--- src/rtl/fir_stream_driver_if.sv ---
`default_nettype none
// +----------------------------------------------------------------------+
// | fir_stream_driver_if                                                 |
// | Host byte handshake plus the FIR-side beat bus (x_n/tvalid/coeffs).  |
// | Rev 1.0                                                              |
// +----------------------------------------------------------------------+
interface fir_stream_driver_if #(
  parameter int DATA_W = 8
);
  logic [DATA_W-1:0] in_data;
  logic              in_valid;
  logic              in_ready;
  logic [DATA_W-1:0] x_n;
  logic              s_axis_fir_tvalid;
  logic              s_set_coeffs;

  // The host side drives bytes in and observes the FIR-side beats.
  modport master (
    output in_data,
    output in_valid,
    input  in_ready,
    input  x_n,
    input  s_axis_fir_tvalid,
    input  s_set_coeffs
  );

  // The driver accepts host bytes and produces the FIR-side beats.
  modport slave (
    input  in_data,
    input  in_valid,
    output in_ready,
    output x_n,
    output s_axis_fir_tvalid,
    output s_set_coeffs
  );
endinterface
`default_nettype wire

--- src/rtl/fir_stream_driver.sv ---
`default_nettype none
// +----------------------------------------------------------------------+
// | fir_stream_driver                                                    |
// | Buffers host bytes and paces them to the FIR as samples/coeffs.      |
// | Rev 1.0                                                              |
// +----------------------------------------------------------------------+
module fir_stream_driver #(
  parameter int DATA_W     = 8,
  parameter int NUM_TAPS   = 4,
  parameter int FIFO_DEPTH = 8,
  parameter int SAMPLE_DIV = 1
) (
  input  wire logic                               clk,
  input  wire logic                               reset,
  fir_stream_driver_if.slave                      bus,
  input  wire logic                               load_req,
  output logic                                    coeff_done,
  output logic                                    load_err,
  output logic                                    overflow,
  output logic [$clog2(FIFO_DEPTH+1)-1:0]         fifo_level
);

  localparam int LVL_W = $clog2(FIFO_DEPTH + 1);
  localparam int PTR_W = (FIFO_DEPTH > 1) ? $clog2(FIFO_DEPTH) : 1;
  localparam int GAP_W = (SAMPLE_DIV > 1) ? $clog2(SAMPLE_DIV) : 1;
  localparam int TAP_W = (NUM_TAPS > 1) ? $clog2(NUM_TAPS) : 1;

  localparam logic [LVL_W-1:0] LVL_FULL   = LVL_W'(FIFO_DEPTH);
  localparam logic [GAP_W-1:0] GAP_RELOAD = GAP_W'(SAMPLE_DIV - 1);
  localparam logic [TAP_W-1:0] TAP_LAST   = TAP_W'(NUM_TAPS - 1);

  localparam logic [0:0] ST_STREAM = 1'b0;
  localparam logic [0:0] ST_LOAD   = 1'b1;

  logic [DATA_W-1:0] mem [FIFO_DEPTH];
  logic [PTR_W-1:0]  wr_ptr;
  logic [PTR_W-1:0]  rd_ptr;
  logic [LVL_W-1:0]  level;
  logic [GAP_W-1:0]  gap;
  logic [TAP_W-1:0]  tap;
  logic [0:0]        state;
  logic [0:0]        state_nxt;

  logic [DATA_W-1:0] x_n_q;
  logic              tvalid_q;
  logic              set_coeffs_q;

  logic full;
  logic empty;
  logic push;
  logic beat;
  logic last_coeff;
  logic load_ok;

  // in_ready comes from the registered level, so a same-edge pop never frees a slot early.
  assign full       = (level == LVL_FULL);
  assign empty      = (level == '0);
  assign push       = bus.in_valid && !full;
  assign beat       = !empty && (gap == '0);
  assign last_coeff = (state == ST_LOAD) && beat && (tap == TAP_LAST);
  assign load_ok    = load_req && (state == ST_STREAM) && empty;

  assign bus.in_ready          = !full;
  assign bus.x_n               = x_n_q;
  assign bus.s_axis_fir_tvalid = tvalid_q;
  assign bus.s_set_coeffs      = set_coeffs_q;
  assign fifo_level            = level;

  always_comb begin
    state_nxt = state;
    case (state)
      ST_STREAM: if (load_ok)    state_nxt = ST_LOAD;
      ST_LOAD:   if (last_coeff) state_nxt = ST_STREAM;
      default:                   state_nxt = ST_STREAM;
    endcase
  end

  // Storage carries no reset; occupancy and pointers define validity.
  always_ff @(posedge clk) begin
    if (push) mem[wr_ptr] <= bus.in_data;
  end

  always_ff @(posedge clk) begin
    if (reset) begin
      wr_ptr <= '0;
      rd_ptr <= '0;
      level  <= '0;
    end else begin
      if (push) wr_ptr <= wr_ptr + PTR_W'(1);
      if (beat) rd_ptr <= rd_ptr + PTR_W'(1);
      case ({push, beat})
        2'b10:   level <= level + LVL_W'(1);
        2'b01:   level <= level - LVL_W'(1);
        default: level <= level;
      endcase
    end
  end

  always_ff @(posedge clk) begin
    if (reset) begin
      gap <= '0;
    end else if (beat) begin
      gap <= GAP_RELOAD;
    end else if (gap != '0) begin
      gap <= gap - GAP_W'(1);
    end
  end

  always_ff @(posedge clk) begin
    if (reset) begin
      state <= ST_STREAM;
      tap   <= '0;
    end else begin
      state <= state_nxt;
      if (load_ok) begin
        tap <= '0;
      end else if ((state == ST_LOAD) && beat) begin
        tap <= last_coeff ? '0 : tap + TAP_W'(1);
      end
    end
  end

  // set_coeffs stays high for the cycle that presents the final coefficient.
  always_ff @(posedge clk) begin
    if (reset) begin
      x_n_q        <= '0;
      tvalid_q     <= 1'b0;
      set_coeffs_q <= 1'b0;
      coeff_done   <= 1'b0;
      load_err     <= 1'b0;
      overflow     <= 1'b0;
    end else begin
      if (beat) x_n_q <= mem[rd_ptr];
      tvalid_q     <= beat;
      set_coeffs_q <= (state_nxt == ST_LOAD) || last_coeff;
      coeff_done   <= last_coeff;
      load_err     <= load_req && !load_ok;
      overflow     <= overflow || (bus.in_valid && full);
    end
  end

endmodule
`default_nettype wire

--- src/flat_wrapper.sv ---
// flat-port wrapper written by rule: the top's interface ports become plain ports
module fir_stream_driver_flat 
#(
  parameter int DATA_W     = 8,
  parameter int NUM_TAPS   = 4,
  parameter int FIFO_DEPTH = 8,
  parameter int SAMPLE_DIV = 1
)
  (clk, reset, load_req, coeff_done, load_err, overflow, fifo_level, bus_in_data, bus_in_valid, bus_in_ready, bus_x_n, bus_s_axis_fir_tvalid, bus_s_set_coeffs);
  fir_stream_driver_if #(.DATA_W(DATA_W)) bus_i ();
  input  wire logic clk;
  input  wire logic reset;
  input  wire logic load_req;
  output logic coeff_done;
  output logic load_err;
  output logic overflow;
  output logic [$clog2(FIFO_DEPTH+1)-1:0] fifo_level;
  input wire logic [$bits(bus_i.in_data)-1:0] bus_in_data;
  input wire logic [$bits(bus_i.in_valid)-1:0] bus_in_valid;
  output wire logic [$bits(bus_i.in_ready)-1:0] bus_in_ready;
  output wire logic [$bits(bus_i.x_n)-1:0] bus_x_n;
  output wire logic [$bits(bus_i.s_axis_fir_tvalid)-1:0] bus_s_axis_fir_tvalid;
  output wire logic [$bits(bus_i.s_set_coeffs)-1:0] bus_s_set_coeffs;
  assign bus_i.in_data = bus_in_data;
  assign bus_i.in_valid = bus_in_valid;
  assign bus_in_ready = bus_i.in_ready;
  assign bus_x_n = bus_i.x_n;
  assign bus_s_axis_fir_tvalid = bus_i.s_axis_fir_tvalid;
  assign bus_s_set_coeffs = bus_i.s_set_coeffs;
  fir_stream_driver #(.DATA_W(DATA_W), .NUM_TAPS(NUM_TAPS), .FIFO_DEPTH(FIFO_DEPTH), .SAMPLE_DIV(SAMPLE_DIV)) u_core (.clk(clk), .reset(reset), .bus(bus_i), .load_req(load_req), .coeff_done(coeff_done), .load_err(load_err), .overflow(overflow), .fifo_level(fifo_level));
endmodule
--- config.mk ---
export PLATFORM = sky130hd
export DESIGN_NAME = fir_stream_driver_flat
export DESIGN_NICKNAME = d
export VERILOG_FILES = /design/src/rtl/fir_stream_driver_if.sv /design/src/rtl/fir_stream_driver.sv /design/src/flat_wrapper.sv
export SDC_FILE = /design/constraint.sdc
export NUM_CORES = 1
export LEC_CHECK = 0
export CELL_PAD_IN_SITES_DETAIL_PLACEMENT = 0
export CELL_PAD_IN_SITES_GLOBAL_PLACEMENT = 1
export CORE_MARGIN = 10
export CORE_UTILIZATION = 40
export CTS_CLUSTER_DIAMETER = 120
export DETAILED_ROUTE_END_ITERATION = 8
export DONT_BUFFER_PORTS = 1
export GPL_TIMING_DRIVEN = 0
export PLACE_DENSITY = 0.66
export SLEW_MARGIN = 15
export SYNTH_ARGS = -nofsm -noshare
export SYNTH_HDL_FRONTEND = slang
export SYNTH_SLANG_ARGS = --single-unit
--- constraint.sdc ---
create_clock -name clk -period 5.9 [get_ports clk]
set_input_delay 0.59 -clock clk [delete_from_list [all_inputs] [get_ports clk]]
set_output_delay 0.59 -clock clk [all_outputs]
set_load 0.02 [all_outputs]
==> results of run 1 <==
-- critical path, cell delays in order (launching register included) --
cell and delay [ns]:
dfxtp_1 0.39, buf_6 0.17, or4_4 0.52, nand2_4 0.13
inv_4 0.06, buf_12 0.16, ha_1 0.37, or3_1 0.39
o32ai_1 0.18, mux2_2 0.37
-- stage by stage --
step           cells  hold WS [ns]  setup slack (ns)   util  power, mW
2_1_floorplan    227         0.463              3.24      -       1.27
3_3_place_gp     335         0.480              2.80  0.432       1.37
3_5_place_dp     336         0.492              3.07  0.436       1.38
4_1_cts          352         0.302              3.06  0.458       1.78
5_1_grt          352         0.284              2.95  0.458       1.87
6_report         352         0.325              3.05  0.458       1.76
-- path summary, 6_finish.rpt --
check	start	end	slack, ns	cells after the start
hold reg to reg	u_core.tap[1]	u_core.tap[1]	0.50	2
setup / recovery	u_core.fifo_level[1]	u_core.fifo_level[3]	3.05	9
hold / removal	bus_in_data[1]	u_core.mem[3][1]	0.32	0
setup reg to reg	u_core.fifo_level[1]	u_core.fifo_level[3]	3.05	9
-- final cells by class --
class / instances / area (um2) / area share
inverter: 3 / 13.8 / 0.00340
timing repair buffer: 1 / 7.51 / 0.00185
sequential: 91 / 2460 / 0.608
buffer: 11 / 87.6 / 0.0216
multi-input combinational: 122 / 1150 / 0.285
clock buffer: 9 / 124 / 0.0306
clock inverter: 7 / 66.3 / 0.0164
tap: 108 / 135 / 0.0334
-- power by group through the flow --
stage / Combinational, mW / Clock, mW / Sequential, mW
after floorplan: 0.382 / 0 / 0.891
after global placement: 0.458 / 0 / 0.912
after CTS: 0.471 / 0.414 / 0.899
after detailed placement: 0.468 / 0 / 0.913
after global routing: 0.512 / 0.445 / 0.909
final: 0.463 / 0.399 / 0.894
-- synthesized netlist by cell type, types with 4 or more instances --
cell type and n:
a21oi_1 5, dfxtp_1 27, edfxtp_1 64, ha_1 6, mux4_2 16, nand2_1 4
nand3_1 8, nor2_1 18, nor2_4 8, nor2b_1 4, nor3_1 4, nor3_2 8
o22ai_1 8, xor2_1 5
-- state kept, by name, summed over array words and instances (netlist names) --
signal and count:
u_core.wr_ptr 3, u_core.bus.s_axis_fir_tvalid 1, u_core.state 1, u_core.bus.x_n 8, u_core.tap 2, u_core.mem 64
u_core.bus.s_set_coeffs 1, u_core.overflow 1, u_core.load_err 1, u_core.fifo_level 4, u_core.gap 1, u_core.rd_ptr 3
u_core.coeff_done 1
-- cell families after synthesis --
| group | synth area share |
|---|---|
| buf+inv | 0.0275 |
| simple gates | 0.130 |
| fa+ha+maj | 0.0203 |
| mux | 0.103 |
| compound gates | 0.0315 |
| other cells | 0.00102 |
| flops | 0.667 |
| xor+xnor | 0.0187 |
-- per-layer routing --
layer	up-vias	share of wire	GRT usage
met4	0	0.011	0.0400
met2	33	0.48	0.164
met1	903	0.45	0.142
met5	-	0	0
li1	883	-	-
met3	8	0.060	0.0429
==> impl_metrics.yaml, run 1 <==
yosys:
  yosys.area.top_type_share: 0.521
  ys_seq_elements: 91
  synth.avg_cell_area_um2: 16.3
  largest_cells_by_area_after_synthesis: "edfxtp_1 (52%), dfxtp_1 (15%), mux4_2 (9.8%), nor2_4 (2.4%), nor3_2 (2.2%)"
  synth_cells: 227
  synth_top_cell_by_area: "edfxtp_1"
  syn_area_um2: 3690
  synthesis.nets: 245
  synthArstFlopShare: 0
  synth.yosys.seq_area_share: 0.667
  post_synth_edffs: 64
  ys.warnings.count: 0
  synth.distinct_cells: 43
  synth_top_flop_cell: "edfxtp_1"
sta:
  grt_setup_unrepaired: "false"
  final-setup-viol-count: 0
  period_utilisation_layout: 0.482
  report.final.slew_viol_count: 0
  worst_slew_pin_slew_ns: 0.813
  tns_ns: 0
  report.final.hold_viol_count: 0
  fin_worst_skew_ns: 0.00815
  max-slew-margin-rel: 0.455
  max_freq_mhz: 351
  timing.final.crit_period_ns: 2.85
global_route:
  grt_first_pass_wirelength_um: 10900
  grt.overflow.total: 0
  antenna_found_initial: 0
  vias_in_the_first_global_route: 1923
  grtUsageTotal: 0.110
  largest_net_degree_at_the_start_of_global_routing: 19
clock_network:
  tritoncts_clock_tree: "built"
  number_of_setup_buffers_added_after_cts: 0
  cts_clock_pin_slew_for_the_worst_setup_and_hold_paths_ns: 0.10
  cts_buf_count: 9
  insertion_delay_to_the_later_sink_of_the_worst_skew_pair_ns: 0.35
  cts.hold.buffers_added: 0
  clkSinkCount: 91
  clock_tree.root_cell: "clkbuf_8"
  cts.htree.levels: 3
  cts_buffer_depth: 2
  cts-resized-gates: 0
finish:
  layout.cells.most_common: "edfxtp_1"
  final_layout_size_suffix_gt1_frac: 0.299
  post-route-cell-area_um2: 4050
  final_net_count: 257
  layout.cells.most_common_list: "edfxtp_1 (64), dfxtp_1 (27), nor2_1 (18)"
  n_antenna_cell: 0
  fill_cells: 804
  syn2layout_area_growth_pct: 9.73
power:
  power.share.clock: 0.227
  cellInternalPower_mw: 1.15
  p_sw_uw: 610
  flop_pwr_share: 0.509
  p_leak_nw: 1.33
  pwr_density_cell_nw_per_um2: 434
  ir_worst_vdd_mv: 0.147
  power.share.switching: 0.347
  comb_power_share: 0.264
detailed_routing:
  vias_per_cell: 5.19
  wl_per_cell_um: 19.3
  drt-pass1-iter-count: 4
  drtIter0Drc: 109
  vias: 1827
  postRouteWirelength_um: 6780
  antenna_violating_nets_post_route: 0
  drc: 0
critical_path:
  timing_worst_setup_path_type: "reg2reg"
  worst-endpoint-arrival_ns: 3.09
  critPathMaxFanout: 11
  critPathLaunchType: "flop"
  required_worst_endpoint_ns: 6.15
  endpoint_kind: "flop"
placement:
  placed_area_um2: 3860
  port_buffers: 0
  gp_congestion: 0.731
  dpl.hpwl_um: 4580
worst_hold_path:
  timing.hold.worst.class: "in2reg"
job:
  max_cap_violations: 0
floorplanning:
  number_of_placement_rows: 34
  die_x_um: 116
  start_util: 0.417
  fp.dieArea_um2: 13500
  num_io_pins: 30
  core_area_um2: 8850
  die_h_um: 116
status:
  run_status: "complete, no violations"
(Power assumes the default switching activity.)
==> inputs of run 2 (changes only) <==
Clock period 5.9 ns to 3 ns, I/O delays scaled along.
==> run 2 against run 1 <==
  * Die area unchanged
  * Hold slack got worse by 0.29 ns
  * Cell count increased by 1.7%
  * Core utilization increased by 0.68 points
  * Largest cell class unchanged
==> impl_metrics.yaml, run 2 (synthesis results as in run 1) <==
status:
  run_status: "complete, no violations"
floorplanning:
  num_io_pins: 30
  die_h_um: 116
  die_x_um: 116
  start_util: 0.417
  number_of_placement_rows: 34
  core_area_um2: 8850
  fp.dieArea_um2: 13500
detailed_routing:
  wl_per_cell_um: 19.2
  antenna_violating_nets_post_route: 0
  vias: 1868
  vias_per_cell: 5.22
  postRouteWirelength_um: 6860
  drc: 0
  drtIter0Drc: 111
  drt-pass1-iter-count: 4
power:
  power.total_mw: 3.47
  pwr_density_cell_nw_per_um2: 844
  ir_worst_vdd_mv: 0.298
  p_leak_nw: 1.36
global_route:
  vias_in_the_first_global_route: 1923
  largest_net_degree_at_the_start_of_global_routing: 19
  antenna_found_initial: 0
  grt_first_pass_wirelength_um: 10900
  grtUsageTotal: 0.110
  grt.overflow.total: 0
job:
  max_cap_violations: 0
critical_path:
  crit-reg2reg-capture: "u_core.fifo_level[3]"
  worst-endpoint-arrival_ns: 3.10
  cp_slowest_stage_delay_ns: 0.52
  cpLargestDelayFamily: "simple AND/OR/NAND/NOR gates"
  worstPathCellList: "buf_6 -> or4_4 -> nand2_4 -> inv_4 -> buf_12 -> ha_1 -> or3_1 -> o32ai_1 -> mux2_2"
  critPathMaxFanout: 11
  critical_path.reg2reg.startpoint: "u_core.fifo_level[1]"
  critPathLaunchType: "flop"
  worst_r2r_path_cells: 9
  timing.critical_path.buf_inv: 3
  critPathSlowestCell: "or4_4"
  reg2reg_slack_ns: 0.15
  endpoint_kind: "flop"
  required_worst_endpoint_ns: 3.25
  timing_worst_setup_path_type: "reg2reg"
finish:
  n_antenna_cell: 0
  layout.core_utilization: 0.464
  largest_register_ffs: 64
  multiInputGateArea_um2: 1150
  syn2layout_area_growth_pct: 11.4
  final_layout_size_suffix_gt1_frac: 0.292
  fill_cells: 800
  final_net_count: 263
  register_area_um2: 2460
  layout.cells.most_common: "edfxtp_1"
  registers.top_by_ff_count: "u_core.mem"
  layout.cells.most_common_list: "edfxtp_1 (64), dfxtp_1 (27), nor2_1 (18)"
clock_network:
  cts_clock_pin_slew_for_the_worst_setup_and_hold_paths_ns: 0.09
  tritoncts_clock_tree: "built"
  insertion_delay_to_the_later_sink_of_the_worst_skew_pair_ns: 0.36
  cts_buf_count: 9
  number_of_setup_buffers_added_after_cts: 0
  cts_buffer_depth: 2
  cts.htree.levels: 3
  clkSinkCount: 91
  clock_tree.root_cell: "clkbuf_8"
worst_hold_path:
  timing.hold.worst.class: "in2reg"
  hold-path-endpoint: "u_core.mem[3][1]"
  min_delay_path_depth: 0
  hp-start: "bus_in_data[1]"
placement:
  place_ws_ns: 0.169
  gp_congestion: 0.731
  dpl.hpwl_um: 4580
  port_buffers: 0
sta:
  max-slew-margin-rel: 0.444
  timing.hold.ws_ns: 0.0355
  tns_ns: 0
  fin_worst_skew_ns: 0.00794
  timing.final.crit_period_ns: 2.85
  final-setup-viol-count: 0
  grt_setup_unrepaired: "false"
  max_freq_mhz: 351
  report.final.slew_viol_count: 0
  period_utilisation_layout: 0.949
  fin_ws_ns: 0.154
  report.final.hold_viol_count: 0
  worst_slew_pin_slew_ns: 0.829
run 2: repair_timing:
action / 4_1_cts / 5_1_grt
hold buffers: 0 / 6
hold endpoints to repair: 0 / 42
gates resized for setup: 0 / 0
run 2: routing by layer:
metal	vias to the layer above	part of all wire	GRT usage
met5	-	0	0
met4	0	0.011	0.0400
met3	7	0.060	0.0429
met2	33	0.48	0.164
met1	932	0.45	0.142
li1	896	-	-
run 2: worst max-delay path by stage:
| stage | from | endpoint | slack [ns] | depth (start not counted) |
|---|---|---|---|---|
| final | u_core.fifo_level[1] | u_core.fifo_level[3] | 0.15 | 9 |
| after global routing | u_core.fifo_level[0] | u_core.fifo_level[3] | 0.05 | 8 |
| after CTS | u_core.fifo_level[1] | u_core.fifo_level[3] | 0.16 | 9 |
| after detailed placement | u_core.fifo_level[1] | u_core.fifo_level[3] | 0.17 | 9 |
| after global placement | u_core.fifo_level[0] | u_core.mem[0][6] | -0.10 | 4 |
| after floorplan | u_core.fifo_level[1] | u_core.fifo_level[3] | 0.34 | 9 |
run 2: power breakdown:
group | internal (mW) | leakage (nW) | switching, mW
combinational | 0.430 | 0.465 | 0.493
clock | 0.320 | 0.0900 | 0.466
sequential | 1.51 | 0.803 | 0.247
total | 2.26 | 1.36 | 1.21
run 2: layout make-up:
type | count | area share
Tap cell | 108 | 0.0329
Timing Repair Buffer | 7 | 0.0164
Buffer | 11 | 0.0213
Multi-Input combinational cell | 122 | 0.280
Sequential cell | 91 | 0.599
Clock buffer | 9 | 0.0301
Inverter | 3 | 0.00335
Clock inverter | 7 | 0.0161
run 2: through the flow:
step,instance area [um2],cells
2_1_floorplan,3690,227
3_3_place_gp,3820,335
3_5_place_dp,3860,336
4_1_cts,4050,352
5_1_grt,4110,358
6_report,4110,358
==> inputs of run 3 (changes only) <==
Settings changed: HOLD_SLACK_MARGIN from default to 0.05, SLEW_MARGIN 15 to 5.
==> run 3 against run 2 <==
  * Sequential cell count stayed put
  * Clock-buffer cell count stayed put
  * Clock power hardly changed
  * Non-clock buffer count is 2 higher
  * Global-route usage hardly changed
  * First-iteration DRC count is 21% lower
==> impl_metrics.yaml, run 3 (synthesis results as in run 1) <==
status:
  run_status: "complete, no violations"
sta:
  report.final.slew_viol_count: 0
  grt_setup_unrepaired: "false"
  report.final.hold_viol_count: 0
  period_utilisation_layout: 0.948
  worst_slew_pin_slew_ns: 0.834
  timing.hold.ws_ns: 0.106
  max-slew-margin-rel: 0.441
  tns_ns: 0
  max_freq_mhz: 352
  fin_ws_ns: 0.156
  final-setup-viol-count: 0
  fin_worst_skew_ns: 0.00855
  timing.final.crit_period_ns: 2.84
global_route:
  vias_in_the_first_global_route: 1955
  antenna_found_initial: 0
  grtUsageTotal: 0.110
  largest_net_degree_at_the_start_of_global_routing: 19
  grt.overflow.total: 0
  grt_first_pass_wirelength_um: 11100
placement:
  dpl.hpwl_um: 4580
  port_buffers: 0
  gp_congestion: 0.731
  placed_cells_incl_taps: 336
  place_ws_ns: 0.169
detailed_routing:
  postRouteWirelength_um: 6810
  drc: 0
  drtIter0Drc: 88
  drt-pass1-iter-count: 4
  vias_per_cell: 5.21
  vias: 1880
  wl_per_cell_um: 18.9
  antenna_violating_nets_post_route: 0
finish:
  final_net_count: 265
  layout.cells.most_common_list: "edfxtp_1 (64), dfxtp_1 (27), nor2_1 (18)"
  syn2layout_area_growth_pct: 12.0
  final_layout_size_suffix_gt1_frac: 0.290
  fill_cells: 801
  layout.core_utilization: 0.467
  layout.cells.most_common: "edfxtp_1"
  registers.top_by_ff_count: "u_core.mem"
  largest_register_ffs: 64
  finalNonFillerCells: 361
floorplanning:
  num_io_pins: 30
  number_of_placement_rows: 34
  die_x_um: 116
  die_h_um: 116
  fp.dieArea_um2: 13500
  core_area_um2: 8850
  start_util: 0.417
clock_network:
  tritoncts_clock_tree: "built"
  cts_buffer_depth: 2
  cts_clock_pin_slew_for_the_worst_setup_and_hold_paths_ns: 0.09
  insertion_delay_to_the_later_sink_of_the_worst_skew_pair_ns: 0.35
  cts.htree.levels: 3
  clkSinkCount: 91
  number_of_setup_buffers_added_after_cts: 0
  clock_tree.root_cell: "clkbuf_8"
  cts_buf_count: 9
worst_hold_path:
  hp-start: "load_req"
  timing.hold.worst.class: "in2reg"
critical_path:
  endpoint_kind: "flop"
  critPathMaxFanout: 11
  worst-endpoint-arrival_ns: 3.09
  required_worst_endpoint_ns: 3.25
  timing_worst_setup_path_type: "reg2reg"
  critPathLaunchType: "flop"
  critical_path.reg2reg.startpoint: "u_core.fifo_level[1]"
  startpoint: "u_core.fifo_level[1]"
power:
  p_leak_nw: 1.37
  pwr_density_cell_nw_per_um2: 840
  ir_worst_vdd_mv: 0.299
job:
  max_cap_violations: 0
run 3: cell count changes in the layout (fill, tap and decap cells not counted), sizes merged:
cell         before  now
diode             0    1
dlygate4sd3       6    8
run 3: power breakdown:
part | switching, mW | internal, mW | leakage, nW | total [mW]
Sequential | 0.247 | 1.51 | 0.803 | 1.76
Combinational | 0.496 | 0.432 | 0.474 | 0.928
Clock | 0.465 | 0.320 | 0.0900 | 0.785
run 3: per-stage QoR:
stage	instance area [um2]	total power, mW
after floorplan	3690	2.50
after global placement	3820	2.69
after detailed placement	3860	2.72
after CTS	4130	3.53
after global routing	4130	3.69
final	4130	3.47
run 3: layer usage:
metal,global-route usage,share of wire,vias up
met2,0.166,0.48,37
met3,0.0388,0.056,7
met5,0,0,-
met1,0.145,0.45,933
li1,-,-,903
met4,0.0400,0.011,0
run 3: final cells by class:
| cell class | instances | area [um2] | area share |
|---|---|---|---|
| tap | 108 | 135 | 0.0327 |
| clock buffer | 9 | 124 | 0.0300 |
| inverter | 3 | 13.8 | 0.00333 |
| clock inverter | 7 | 66.3 | 0.0161 |
| antenna | 1 | 2.50 | 0.000606 |
| timing repair buffer | 9 | 87.6 | 0.0212 |
| sequential | 91 | 2460 | 0.596 |
| multi-input combinational | 122 | 1150 | 0.279 |
| buffer | 11 | 87.6 | 0.0212 |
run 3: path summary, 6_finish.rpt:
check	to	slack, ns	cells after the start
setup / recovery	u_core.fifo_level[3]	0.16	9
hold reg to reg	u_core.tap[1]	0.50	2
hold / removal	u_core.load_err	0.11	1
setup reg to reg	u_core.fifo_level[3]	0.16	9
run 3: repair_timing:
item	in CTS	in global routing
hold buffers	8	0
endpoints found under the hold margin	64	0
endpoints found under the setup margin	0	0
resized for setup	0	0
run 3: worst max-delay path: stages, from the launching register on:
cell,delay [ns]
dfxtp_1,0.39
buf_6,0.17
or4_4,0.52
nand2_4,0.13
inv_4,0.06
buf_12,0.16
ha_1,0.37
or3_1,0.39
o32ai_1,0.18
mux2_2,0.37
